### src/rtl/mem_axi_master_bridge_pkg.sv
// Shared state encoding, AXI protection constants and helpers for the
// native-bus to AXI4-Lite master bridge.
package mem_axi_master_bridge_pkg;

   typedef enum logic [2:0] {
      ST_IDLE  = 3'd0,
      ST_WR_AW = 3'd1,
      ST_WR_B  = 3'd2,
      ST_RD_AR = 3'd3,
      ST_RD_R  = 3'd4,
      ST_RESP  = 3'd5
   } state_e;

   localparam logic [2:0] PROT_DATA = 3'b000;
   localparam logic [2:0] PROT_INSN = 3'b100;

   // States in which the bridge is waiting on the AXI slave.
   function automatic logic is_busy(input state_e s);
      return (s == ST_WR_AW) || (s == ST_WR_B) || (s == ST_RD_AR) || (s == ST_RD_R);
   endfunction

   function automatic logic is_read(input state_e s);
      return (s == ST_RD_AR) || (s == ST_RD_R);
   endfunction

endpackage

### src/rtl/mem_axi_master_bridge_if.sv
// AXI4-Lite channel bundle between the bridge (master) and the downstream slave.
interface mem_axi_master_bridge_if #(
   parameter int unsigned ADDR_W = 32
);
   logic              awvalid;
   logic              awready;
   logic [ADDR_W-1:0] awaddr;
   logic [2:0]        awprot;
   logic              wvalid;
   logic              wready;
   logic [31:0]       wdata;
   logic [3:0]        wstrb;
   logic              bvalid;
   logic              bready;
   logic              arvalid;
   logic              arready;
   logic [ADDR_W-1:0] araddr;
   logic [2:0]        arprot;
   logic              rvalid;
   logic              rready;
   logic [31:0]       rdata;

   modport master (
      output awvalid, awaddr, awprot, wvalid, wdata, wstrb, bready,
             arvalid, araddr, arprot, rready,
      input  awready, wready, bvalid, arready, rvalid, rdata
   );

   modport slave (
      input  awvalid, awaddr, awprot, wvalid, wdata, wstrb, bready,
             arvalid, araddr, arprot, rready,
      output awready, wready, bvalid, arready, rvalid, rdata
   );
endinterface

### src/rtl/mem_axi_master_bridge_bus_watchdog.sv
// Saturating transaction watchdog: cleared by load, counts while enabled,
// flags expiry when the count reaches TIMEOUT_CYC-1.
module mem_axi_master_bridge_bus_watchdog #(
   parameter int unsigned TIMEOUT_CYC = 1024
) (
   input  logic clk,
   input  logic resetn,
   input  logic load,
   input  logic en,
   output logic expire
);
   localparam int unsigned CNT_W = $clog2(TIMEOUT_CYC);
   localparam logic [CNT_W-1:0] LAST = CNT_W'(TIMEOUT_CYC - 1);

   logic [CNT_W-1:0] cnt_q, cnt_d;

   always_comb begin
      cnt_d = cnt_q;
      if (load) begin
         cnt_d = '0;
      end else if (en && (cnt_q != LAST)) begin
         cnt_d = cnt_q + 1'b1;
      end
   end

   always_ff @(posedge clk) begin
      if (!resetn) begin
         cnt_q <= '0;
      end else begin
         cnt_q <= cnt_d;
      end
   end

   assign expire = en && (cnt_q == LAST);

endmodule

### src/rtl/mem_axi_master_bridge.sv
// Converts the core's mem_valid/mem_ready bus into single-outstanding AXI4-Lite
// transactions, with a watchdog that aborts a transaction the slave never finishes.
module mem_axi_master_bridge
   import mem_axi_master_bridge_pkg::*;
#(
   parameter int unsigned ADDR_W      = 32,
   parameter int unsigned TIMEOUT_CYC = 1024,
   parameter logic [31:0] ERR_DATA    = 32'hDEADBEEF
) (
   input  logic                           clk,
   input  logic                           resetn,
   input  logic                           mem_valid,
   input  logic                           mem_instr,
   input  logic [ADDR_W-1:0]              mem_addr,
   input  logic [31:0]                    mem_wdata,
   input  logic [3:0]                     mem_wstrb,
   output logic                           mem_ready,
   output logic [31:0]                    mem_rdata,
   mem_axi_master_bridge_if.master        m_axi,
   output logic                           timeout_err
);

   state_e            state_q, state_d;
   logic [ADDR_W-1:0] addr_q, addr_d;
   logic [31:0]       wdata_q, wdata_d;
   logic [3:0]        wstrb_q, wstrb_d;
   logic              instr_q, instr_d;
   logic              awvalid_q, awvalid_d;
   logic              wvalid_q, wvalid_d;
   logic              arvalid_q, arvalid_d;
   logic              bready_q, bready_d;
   logic              rready_q, rready_d;
   logic              mem_ready_q, mem_ready_d;
   logic [31:0]       mem_rdata_q, mem_rdata_d;
   logic              timeout_err_q, timeout_err_d;

   logic wd_load, wd_en, wd_expire;
   logic aw_fin, w_fin, b_hs, r_hs;

   assign wd_load = (state_q == ST_IDLE) && mem_valid;
   assign wd_en   = is_busy(state_q);

   mem_axi_master_bridge_bus_watchdog #(
      .TIMEOUT_CYC (TIMEOUT_CYC)
   ) u_bus_watchdog (
      .clk    (clk),
      .resetn (resetn),
      .load   (wd_load),
      .en     (wd_en),
      .expire (wd_expire)
   );

   // A channel counts as finished once its valid is low or it handshakes this cycle.
   assign aw_fin = !awvalid_q || m_axi.awready;
   assign w_fin  = !wvalid_q  || m_axi.wready;
   assign b_hs   = m_axi.bvalid && bready_q;
   assign r_hs   = m_axi.rvalid && rready_q;

   always_comb begin
      state_d       = state_q;
      addr_d        = addr_q;
      wdata_d       = wdata_q;
      wstrb_d       = wstrb_q;
      instr_d       = instr_q;
      awvalid_d     = awvalid_q;
      wvalid_d      = wvalid_q;
      arvalid_d     = arvalid_q;
      bready_d      = 1'b1;
      rready_d      = 1'b1;
      mem_rdata_d   = mem_rdata_q;
      timeout_err_d = 1'b0;

      case (state_q)
         ST_IDLE: begin
            if (mem_valid) begin
               addr_d  = mem_addr;
               wdata_d = mem_wdata;
               wstrb_d = mem_wstrb;
               instr_d = mem_instr;
               if (|mem_wstrb) begin
                  awvalid_d = 1'b1;
                  wvalid_d  = 1'b1;
                  state_d   = ST_WR_AW;
               end else begin
                  arvalid_d = 1'b1;
                  state_d   = ST_RD_AR;
               end
            end
         end
         ST_WR_AW: begin
            if (m_axi.awready) awvalid_d = 1'b0;
            if (m_axi.wready)  wvalid_d  = 1'b0;
            if (aw_fin && w_fin) begin
               state_d = b_hs ? ST_RESP : ST_WR_B;
            end
         end
         ST_WR_B: begin
            if (b_hs) state_d = ST_RESP;
         end
         ST_RD_AR: begin
            if (m_axi.arready) begin
               arvalid_d = 1'b0;
               if (r_hs) begin
                  mem_rdata_d = m_axi.rdata;
                  state_d     = ST_RESP;
               end else begin
                  state_d = ST_RD_R;
               end
            end
         end
         ST_RD_R: begin
            if (r_hs) begin
               mem_rdata_d = m_axi.rdata;
               state_d     = ST_RESP;
            end
         end
         ST_RESP: begin
            state_d = ST_IDLE;
         end
         default: begin
            state_d = ST_IDLE;
         end
      endcase

      // A genuine completion in the expiry cycle wins over the abort.
      if (wd_expire && (state_d != ST_RESP)) begin
         awvalid_d     = 1'b0;
         wvalid_d      = 1'b0;
         arvalid_d     = 1'b0;
         timeout_err_d = 1'b1;
         state_d       = ST_RESP;
         if (is_read(state_q)) mem_rdata_d = ERR_DATA;
      end

      mem_ready_d = (state_d == ST_RESP);
   end

   always_ff @(posedge clk) begin
      if (!resetn) begin
         state_q       <= ST_IDLE;
         addr_q        <= '0;
         wdata_q       <= '0;
         wstrb_q       <= '0;
         instr_q       <= 1'b0;
         awvalid_q     <= 1'b0;
         wvalid_q      <= 1'b0;
         arvalid_q     <= 1'b0;
         bready_q      <= 1'b1;
         rready_q      <= 1'b1;
         mem_ready_q   <= 1'b0;
         mem_rdata_q   <= '0;
         timeout_err_q <= 1'b0;
      end else begin
         state_q       <= state_d;
         addr_q        <= addr_d;
         wdata_q       <= wdata_d;
         wstrb_q       <= wstrb_d;
         instr_q       <= instr_d;
         awvalid_q     <= awvalid_d;
         wvalid_q      <= wvalid_d;
         arvalid_q     <= arvalid_d;
         bready_q      <= bready_d;
         rready_q      <= rready_d;
         mem_ready_q   <= mem_ready_d;
         mem_rdata_q   <= mem_rdata_d;
         timeout_err_q <= timeout_err_d;
      end
   end

   assign mem_ready     = mem_ready_q;
   assign mem_rdata     = mem_rdata_q;
   assign timeout_err   = timeout_err_q;

   assign m_axi.awvalid = awvalid_q;
   assign m_axi.awaddr  = addr_q;
   assign m_axi.awprot  = PROT_DATA;
   assign m_axi.wvalid  = wvalid_q;
   assign m_axi.wdata   = wdata_q;
   assign m_axi.wstrb   = wstrb_q;
   assign m_axi.bready  = bready_q;
   assign m_axi.arvalid = arvalid_q;
   assign m_axi.araddr  = addr_q;
   assign m_axi.arprot  = instr_q ? PROT_INSN : PROT_DATA;
   assign m_axi.rready  = rready_q;

endmodule

### src/flat_wrapper.sv
// flat-port wrapper written by rule: the top's interface ports become plain ports
module mem_axi_master_bridge_flat import mem_axi_master_bridge_pkg::*;
#(
   parameter int unsigned ADDR_W      = 32,
   parameter int unsigned TIMEOUT_CYC = 1024,
   parameter logic [31:0] ERR_DATA    = 32'hDEADBEEF
)
  (clk, resetn, mem_valid, mem_instr, mem_addr, mem_wdata, mem_wstrb, mem_ready, mem_rdata, timeout_err, m_axi_awvalid, m_axi_awaddr, m_axi_awprot, m_axi_wvalid, m_axi_wdata, m_axi_wstrb, m_axi_bready, m_axi_arvalid, m_axi_araddr, m_axi_arprot, m_axi_rready, m_axi_awready, m_axi_wready, m_axi_bvalid, m_axi_arready, m_axi_rvalid, m_axi_rdata);
  mem_axi_master_bridge_if #(.ADDR_W(ADDR_W)) m_axi_i ();
  input  logic clk;
  input  logic resetn;
  input  logic mem_valid;
  input  logic mem_instr;
  input  logic [ADDR_W-1:0] mem_addr;
  input  logic [31:0] mem_wdata;
  input  logic [3:0] mem_wstrb;
  output logic mem_ready;
  output logic [31:0] mem_rdata;
  output logic timeout_err;
  output wire logic [$bits(m_axi_i.awvalid)-1:0] m_axi_awvalid;
  output wire logic [$bits(m_axi_i.awaddr)-1:0] m_axi_awaddr;
  output wire logic [$bits(m_axi_i.awprot)-1:0] m_axi_awprot;
  output wire logic [$bits(m_axi_i.wvalid)-1:0] m_axi_wvalid;
  output wire logic [$bits(m_axi_i.wdata)-1:0] m_axi_wdata;
  output wire logic [$bits(m_axi_i.wstrb)-1:0] m_axi_wstrb;
  output wire logic [$bits(m_axi_i.bready)-1:0] m_axi_bready;
  output wire logic [$bits(m_axi_i.arvalid)-1:0] m_axi_arvalid;
  output wire logic [$bits(m_axi_i.araddr)-1:0] m_axi_araddr;
  output wire logic [$bits(m_axi_i.arprot)-1:0] m_axi_arprot;
  output wire logic [$bits(m_axi_i.rready)-1:0] m_axi_rready;
  input wire logic [$bits(m_axi_i.awready)-1:0] m_axi_awready;
  input wire logic [$bits(m_axi_i.wready)-1:0] m_axi_wready;
  input wire logic [$bits(m_axi_i.bvalid)-1:0] m_axi_bvalid;
  input wire logic [$bits(m_axi_i.arready)-1:0] m_axi_arready;
  input wire logic [$bits(m_axi_i.rvalid)-1:0] m_axi_rvalid;
  input wire logic [$bits(m_axi_i.rdata)-1:0] m_axi_rdata;
  assign m_axi_awvalid = m_axi_i.awvalid;
  assign m_axi_awaddr = m_axi_i.awaddr;
  assign m_axi_awprot = m_axi_i.awprot;
  assign m_axi_wvalid = m_axi_i.wvalid;
  assign m_axi_wdata = m_axi_i.wdata;
  assign m_axi_wstrb = m_axi_i.wstrb;
  assign m_axi_bready = m_axi_i.bready;
  assign m_axi_arvalid = m_axi_i.arvalid;
  assign m_axi_araddr = m_axi_i.araddr;
  assign m_axi_arprot = m_axi_i.arprot;
  assign m_axi_rready = m_axi_i.rready;
  assign m_axi_i.awready = m_axi_awready;
  assign m_axi_i.wready = m_axi_wready;
  assign m_axi_i.bvalid = m_axi_bvalid;
  assign m_axi_i.arready = m_axi_arready;
  assign m_axi_i.rvalid = m_axi_rvalid;
  assign m_axi_i.rdata = m_axi_rdata;
  mem_axi_master_bridge #(.ADDR_W(ADDR_W), .TIMEOUT_CYC(TIMEOUT_CYC), .ERR_DATA(ERR_DATA)) u_core (.clk(clk), .resetn(resetn), .mem_valid(mem_valid), .mem_instr(mem_instr), .mem_addr(mem_addr), .mem_wdata(mem_wdata), .mem_wstrb(mem_wstrb), .mem_ready(mem_ready), .mem_rdata(mem_rdata), .m_axi(m_axi_i), .timeout_err(timeout_err));
endmodule
### config.mk
export PLATFORM = sky130hd
export DESIGN_NAME = mem_axi_master_bridge_flat
export DESIGN_NICKNAME = d
export VERILOG_FILES = /design/src/rtl/mem_axi_master_bridge_pkg.sv /design/src/rtl/mem_axi_master_bridge_if.sv /design/src/rtl/mem_axi_master_bridge_bus_watchdog.sv /design/src/rtl/mem_axi_master_bridge.sv /design/src/flat_wrapper.sv
export SDC_FILE = /design/constraint.sdc
export NUM_CORES = 1
export LEC_CHECK = 0
export BUFFER_PORTS_ARGS = -buffer_cell sky130_fd_sc_hd__clkbuf_2
export CAP_MARGIN = 20
export CORE_MARGIN = 2
export CORE_UTILIZATION = 30
export DETAILED_ROUTE_END_ITERATION = 8
export PLACE_DENSITY_LB_ADDON = 0.1
export SYNTH_ARGS = -nofsm -noshare
export SYNTH_HDL_FRONTEND = slang
export SYNTH_HIERARCHICAL = 1
export SYNTH_SLANG_ARGS = --single-unit
### constraint.sdc
create_clock -name clk -period 4.7 [get_ports clk]
set_input_delay 0 -clock clk [delete_from_list [all_inputs] [get_ports clk]]
set_output_delay 0 -clock clk [all_outputs]
set_load 0.05 [all_outputs]
==> results of run 1 <==
-- worst max-delay path: stages (launching register included) --
cell     delay [ns]
dfxtp_1        0.52
nor2_1         0.15
xnor2_1        0.53
nand3_1        0.27
nor3_1         0.45
inv_1          0.17
a211o_2        0.65
nor3b_2        0.30
-- placed cells by master, fill, tap and decap left out, types with 5 or more instances in the layout --
| master | instances |
|---|---|
| a21oi_1 | 80 |
| a21oi_2 | 9 |
| a21oi_4 | 10 |
| buf_4 | 5 |
| clkbuf_16 | 17 |
| clkbuf_2 | 246 |
| conb_1 | 7 |
| dfxtp_1 | 119 |
| dlygate4sd3_1 | 102 |
| nand2_1 | 144 |
| nor2_1 | 42 |
| nor2b_1 | 6 |
| nor3_1 | 6 |
| nor4_1 | 10 |
| o221ai_1 | 24 |
-- cell usage after synthesis, types with 4 or more instances --
cell type    n
a21oi_1     80
a21oi_2      9
a21oi_4     10
a31oi_1      4
and3_1       4
and4_1       4
buf_2       15
buf_4       42
buf_6        5
clkbuf_1    20
dfxtp_1    119
nand2_1    144
nand3_1      4
nor2_1      42
nor2b_1      6
nor3_1       6
nor4_1      10
o221ai_1    24
-- per-stage QoR --
step	cell area, um^2	hold slack [ns]	util, %	std cells	total power, mW
after CTS	7910	0.00247	46.2	1140	3.40
final	7910	0.0105	46.2	1140	3.36
after floorplan	5230	0.136	-	613	1.78
after global placement	6240	0.224	36.5	1006	1.92
after detailed placement	6260	0.230	36.6	1007	1.94
after global routing	7910	0.0213	46.2	1140	3.52
-- routing by layer --
metal,track usage [%],vias up,wire [um]
li1,-,2651,-
met4,6.13,0,233
met3,5.05,17,1170
met5,0,-,0
met1,20.3,2417,7110
met2,30.8,199,8020
-- layout make-up --
class / instances / area share [%]
Clock inverter: 12 / 2.22
Multi-Input combinational cell: 407 / 29.0
Tap cell: 225 / 3.56
Sequential cell: 119 / 30.1
Timing Repair Buffer: 354 / 29.1
Inverter: 4 / 0.190
Clock buffer: 19 / 5.73
-- what timing repair did --
action,CTS,global route
buffers inserted,0,0
gates resized for setup,0,0
endpoints found under the hold margin,102,0
hold buffers,102,0
-- kinds of logic (layout without fill, tap and decap cells) --
group           count (synthesis)  count (layout)  synth area share [%]
compound gates                153             153                  21.3
flops                         119             119                  45.7
other cells                     2               7                 0.144
fa+ha+maj                       1               1                 0.240
buf+inv                        87             389                  10.7
xor+xnor                        1               1                 0.168
simple gates                  241             241                  20.9
mux                             4               4                 0.864
-- worst min path at each step --
stage                   start                                  end  slack (ns)
4_1_cts        m_axi_rdata[7]                            flip-flop       0.002
2_1_floorplan       mem_instr          u_core/instr_q$_SDFFE_PN0P_        0.14
5_1_grt        m_axi_rdata[7]                            flip-flop        0.02
6_report       m_axi_rdata[7]                            flip-flop        0.01
3_5_place_dp      mem_addr[0]  u_core/m_axi.araddr[0]$_SDFFE_PN0P_        0.23
3_3_place_gp    mem_wdata[23]  u_core/m_axi.wdata[23]$_SDFFE_PN0P_        0.22
-- report_power, final --
group / switching [mW] / internal, mW / total (mW) / leakage (nW)
Sequential: 0.0576 / 1.08 / 1.14 / 0.970
Clock: 0.470 / 0.911 / 1.38 / 0.301
Combinational: 0.597 / 0.239 / 0.837 / 2.15
Total: 1.12 / 2.24 / 3.36 / 3.42
==> summary.json, run 1 <==
{
  "r2r_start": "u_core/state_q[0]$_SDFF_PN0_",
  "startpoint_type": "flip-flop",
  "multiInputGateArea_um2": 2300,
  "synth_sequential_area_ratio_pct": 45.7,
  "synth_edf_count": 0,
  "syn2layout_area_growth_pct": 51.7,
  "grt_pass1_wl_um": 25500,
  "timing_worst_slew_pin_value_ns": 0.931,
  "clk-insertion-delay-late_ns": 0.42,
  "overflow": 0,
  "final-seq-area_um2": 2380,
  "tritoncts": "yes",
  "start_util_pct": 30.4,
  "syn_area_per_cell_um2": 8.57,
  "ant_nets": 0,
  "first_global_vias": 5092,
  "cts_buffer_depth": 2,
  "clock_tree.htree_level_count": 4,
  "rsz0062_at_grt": "false",
  "ctsRootBufferMaster": "clkbuf_16",
  "setup_viol_count_final": 0,
  "fmaxAchievable_ghz": 0.313,
  "design.die.area_um2": 18400,
  "min_period_over_period_pct": 68.0,
  "worst_setup_hold_path_clk_slew_ns": 0.05,
  "irDropWorstVdd_mv": 0.242,
  "layout.filler_cells": 1656,
  "post_synth_arst_share_pct": 0,
  "layout-drive-gt1-share_pct": 34.9,
  "yosysTopAreaCell": "dfxtp_1",
  "dp.final_hpwl_um": 11100,
  "timing.critical_path.fanout_max": 28,
  "outcome": "finished clean",
  "setup.worst_path.class": "flip-flop to flip-flop",
  "dr.pass1.iters": 4,
  "final.setup.worst_slack_ns": 1.50,
  "wirelength_routed_um": 16500,
  "holdCritPathClass": "input pin to flip-flop",
  "grt_use_total_pct": 17.5,
  "ios": 254,
  "critical_path_data_required_time_ns": 4.97,
  "synth_seq_cells": 119,
  "relSlewSlack_pct": 37.9,
  "post-place-ws_ns": 1.57,
  "die_height_um": 136,
  "final_hold_viol_count": 0,
  "detailroute.via_count": 5284,
  "min_path_cells": 3,
  "final_max_slew_viol_count": 0,
  "ys_warn_count": 6,
  "drt-vias-per-instance": 4.64,
  "antenna_diodes": 0,
  "cts_sinks": 119,
  "power.leakage_nw": 3.42,
  "worst-r2r-cell-count": 7,
  "placeableCoreArea_um2": 17100,
  "critical_path_arrival_ns": 3.47,
  "numCtsBuffers": 17,
  "cp-startpoint": "u_core/state_q[0]$_SDFF_PN0_",
  "end_of_the_worst_register_to_register_path": "u_core/m_axi.wvalid$_SDFFE_PP0P_",
  "synth.top_cells.by_area": "dfxtp_1 (46%), nand2_1 (10%), a21oi_1 (7.7%)",
  "worst_r2r_setup_slack_ns": 1.50,
  "power.density_cell_area_nw_per_um2": 425,
  "wl_per_cell_um": 14.5,
  "grt_start_max_net_pins": 71,
  "drcViolationCount": 0,
  "gp_routability_congestion": 0.778,
  "timing.final.crit_period_ns": 3.20,
  "yosysUniqueCellTypes": 60,
  "synth_top_area_share_pct": 45.7,
  "critical_path.endpoint_type": "flip-flop",
  "drt_iter0_markers": 243,
  "final_nets": 1013,
  "syn_inst": 608,
  "synth_top_flop_cell": "dfxtp_1",
  "floorplan.rows": 48,
  "max-cap-violations": 0,
  "grt_antenna_before_repair": 0,
  "syn_area_um2": 5210,
  "worst_setup_path_endpoint": "u_core/m_axi.wvalid$_SDFFE_PP0P_",
  "die-width_um": 136,
  "setup_tns_ns": 0,
  "worst_clock_skew_ns": 0.00991,
  "place.port_buffers": 246
}
(Power assumes the default switching activity.)
==> run 2: changes to the inputs <==
==> constraint.sdc (replaced) <==
create_clock -name clk -period 2.85 [get_ports clk]
set_input_delay 0 -clock clk [delete_from_list [all_inputs] [get_ports clk]]
set_output_delay 0 -clock clk [all_outputs]
set_load 0.05 [all_outputs]
==> summary.json, run 2 (same netlist as run 1, synthesis figures left out) <==
{
  "worst_clock_skew": {"value": 0.0112, "unit": "ns", "change": "was 0.00991 ns"},
  "syn2layout_area_growth": {"value": 51.2, "unit": "%", "change": "was 51.7%"},
  "p_sw": {"value": 1.89, "unit": "mW", "change": "was 1.12 mW"},
  "wirelength_routed": {"value": 16700, "unit": "um", "change": "was 16500 um"},
  "sw_frac_of_total": {"value": 36.4, "unit": "%", "change": "was 33.5%"},
  "tritoncts": {"value": "yes", "change": "unchanged"},
  "timing.critical_path.buf_inv": {"value": 2, "change": "was 1"},
  "first_global_vias": {"value": 5048, "change": "was 5092"},
  "final.setup.worst_slack": {"value": 0.441, "unit": "ns", "change": "was 1.50 ns"},
  "rsz0062_at_grt": {"value": "false", "change": "unchanged"},
  "timing.critical_path.fanout_max": {"value": 25, "change": "was 28"},
  "grt_pass1_wl": {"value": 25100, "unit": "um", "change": "was 25500 um"},
  "numCtsBuffers": {"value": 17, "change": "unchanged"},
  "gp_routability_congestion": {"value": 0.757, "change": "was 0.778"},
  "setup_tns": {"value": 0, "unit": "ns", "change": "unchanged"},
  "power_frac_clock": {"value": 36.7, "unit": "%", "change": "was 41.1%"},
  "ios": {"value": 254, "change": "unchanged"},
  "irDropWorstVdd": {"value": 0.447, "unit": "mV", "change": "was 0.242 mV"},
  "startpoint_type": {"value": "flip-flop", "change": "unchanged"},
  "post-route-util": {"value": 46.0, "unit": "%", "change": "was 46.2%"},
  "cts_sinks": {"value": 119, "change": "unchanged"},
  "cellInternalPower": {"value": 3.30, "unit": "mW", "change": "was 2.24 mW"},
  "cts_post_setup_buffers_inserted": {"value": 0, "change": "unchanged"},
  "relSlewSlack": {"value": 48.5, "unit": "%", "change": "was 37.9%"},
  "start_util": {"value": 30.4, "unit": "%", "change": "unchanged"},
  "antenna_diodes": {"value": 0, "change": "unchanged"},
  "drt_iter0_markers": {"value": 223, "change": "was 243"},
  "detailroute.via_count": {"value": 5422, "change": "was 5284"},
  "die-width": {"value": 136, "unit": "um", "change": "unchanged"},
  "cts_buffer_depth": {"value": 2, "change": "unchanged"},
  "layout.cells.most_common": {"value": "clkbuf_2", "change": "unchanged"},
  "outcome": {"value": "finished clean", "change": "unchanged"},
  "drt-vias-per-instance": {"value": 4.73, "change": "was 4.64"},
  "critical_path_arrival": {"value": 2.75, "unit": "ns", "change": "was 3.47 ns"},
  "fmaxAchievable": {"value": 0.415, "unit": "GHz", "change": "was 0.313 GHz"},
  "final_hold_viol_count": {"value": 0, "change": "unchanged"},
  "power.leakage": {"value": 3.40, "unit": "nW", "change": "was 3.42 nW"},
  "grt_use_total": {"value": 17.3, "unit": "%", "change": "was 17.5%"},
  "overflow": {"value": 0, "change": "unchanged"},
  "setup_viol_count_final": {"value": 0, "change": "unchanged"},
  "instances_no_fill": {"value": 1146, "change": "was 1140"},
  "timing_worst_slew_pin_value": {"value": 0.772, "unit": "ns", "change": "was 0.931 ns"},
  "dr.pass1.iters": {"value": 4, "change": "unchanged"},
  "worst_setup_hold_path_clk_slew": {"value": 0.06, "unit": "ns", "change": "was 0.05 ns"},
  "min_period_over_period": {"value": 84.5, "unit": "%", "change": "was 68.0%"},
  "layout-drive-gt1-share": {"value": 35.3, "unit": "%", "change": "was 34.9%"},
  "p_seq_share": {"value": 36.2, "unit": "%", "change": "was 34.0%"},
  "floorplan.rows": {"value": 48, "change": "unchanged"},
  "final_cell_mix": {"value": "clkbuf_2 (246), nand2_1 (144), dfxtp_1 (119)", "change": "unchanged"},
  "design.die.area": {"value": 18400, "unit": "um^2", "change": "unchanged"},
  "critical_path.cell_chain": {"value": "nor2_1, xnor2_1, nand3_1, nor3_2, inv_1, a211o_2, buf_4, a21oi_1", "change": "was nor2_1, xnor2_1, nand3_1, nor3_1, inv_1, a211o_2, nor3b_2"},
  "holdCritPathClass": {"value": "input pin to flip-flop", "change": "unchanged"},
  "slowest_stage": {"value": "dfxtp_1", "change": "was a211o_2"},
  "setup.worst_path.class": {"value": "flip-flop to flip-flop", "change": "unchanged"},
  "critical_path_data_required_time": {"value": 3.19, "unit": "ns", "change": "was 4.97 ns"},
  "final_nets": {"value": 1019, "change": "was 1013"},
  "drcViolationCount": {"value": 0, "change": "unchanged"},
  "clk-insertion-delay-late": {"value": 0.42, "unit": "ns", "change": "about the same"},
  "place.port_buffers": {"value": 246, "change": "unchanged"},
  "worst_hold_slack": {"value": 0.0352, "unit": "ns", "change": "was 0.0105 ns"},
  "max-cap-violations": {"value": 0, "change": "unchanged"},
  "dp.final_hpwl": {"value": 11200, "unit": "um", "change": "was 11100 um"},
  "place.detailed.instances": {"value": 1012, "change": "was 1007"},
  "share_comb_of_total_power": {"value": 27.0, "unit": "%", "change": "was 24.9%"},
  "post-place-ws": {"value": 0.287, "unit": "ns", "change": "was 1.57 ns"},
  "wl_per_cell": {"value": 14.6, "unit": "um", "change": "was 14.5 um"},
  "critical_path.endpoint_type": {"value": "flip-flop", "change": "unchanged"},
  "critPathTopFamily": {"value": "simple AND/OR/NAND/NOR gates", "change": "unchanged"},
  "critical-path-max-stage-delay": {"value": 0.51, "unit": "ns", "change": "was 0.65 ns"},
  "die_height": {"value": 136, "unit": "um", "change": "unchanged"},
  "ctsRootBufferMaster": {"value": "clkbuf_16", "change": "unchanged"},
  "clock_tree.htree_level_count": {"value": 4, "change": "unchanged"},
  "power.density_cell_area": {"value": 659, "unit": "nW/um^2", "change": "was 425 nW/um^2"},
  "final_max_slew_viol_count": {"value": 0, "change": "unchanged"},
  "grt_antenna_before_repair": {"value": 0, "change": "unchanged"},
  "timing.final.crit_period": {"value": 2.41, "unit": "ns", "change": "was 3.20 ns"},
  "grt_start_max_net_pins": {"value": 75, "change": "was 71"},
  "placeableCoreArea": {"value": 17100, "unit": "um^2", "change": "unchanged"},
  "ant_nets": {"value": 0, "change": "unchanged"}
}
[run 2: changes by cell type in the layout (fill, tap and decap cells not counted), moves of 2 or more]
cell	before	now
buf_12	0	2
clkinvlp_4	3	5
bufinv_16	4	0
clkinv_4	1	4
clkbuf_8	2	0
buf_4	5	9
[run 2: tightest hold or removal path: stages]
cell	delay (ns)
clkbuf_2	0.12
nand2b_1	0.22
a211oi_2	0.05
[run 2: cell type report]
class	count	area [um^2]
Clock inverter	14	105
Inverter	4	15.0
Clock buffer	17	425
Tap cell	225	282
Sequential cell	119	2380
Fill cell	1687	9240
Multi-Input combinational cell	407	2300
Timing Repair Buffer	360	2370
[run 2: worst paths after layout]
kind	startpoint	end	slack (ns)	depth (start not counted)
min reg2reg	u_core/m_axi.wdata[23]$_SDFFE_PN0P_	u_core/m_axi.wdata[23]$_SDFFE_PN0P_	0.45	2
max	u_core/state_q[0]$_SDFF_PN0_	flip-flop	0.44	8
min	resetn	u_core/u_bus_watchdog/cnt_q[9]$_SDFFE_PP0P_	0.04	3
max reg2reg	u_core/state_q[0]$_SDFF_PN0_	flip-flop	0.44	8
[run 2: routing by layer]
metal	vias to the layer above	track usage, %	wire length [um]
met1	2519	19.7	6910
met4	0	5.27	201
met3	17	5.99	1360
li1	2659	-	-
met5	-	0	0
met2	227	30.5	8220
[run 2: stage by stage]
step | power [mW] | instance area, um^2
final | 5.19 | 7880
after global routing | 5.45 | 7880
after CTS | 5.26 | 7880
after detailed placement | 3.21 | 6310
after global placement | 3.19 | 6310
after floorplan | 2.93 | 5230
[run 2: what timing repair did]
item	4_1_cts	5_1_grt
gates resized for setup	0	1
hold endpoints to repair	103	0
endpoints found under the setup margin	0	3
hold buffers	103	0
[run 2: power groups by stage]
| stage | combinational, mW | clock [mW] | sequential (mW) |
|---|---|---|---|
| 2_1_floorplan | 0.671 | 0 | 2.26 |
| 3_3_place_gp | 1.28 | 0 | 1.91 |
| 3_5_place_dp | 1.29 | 0 | 1.92 |
| 4_1_cts | 1.41 | 1.97 | 1.88 |
| 5_1_grt | 1.50 | 2.05 | 1.90 |
| 6_report | 1.40 | 1.91 | 1.88 |
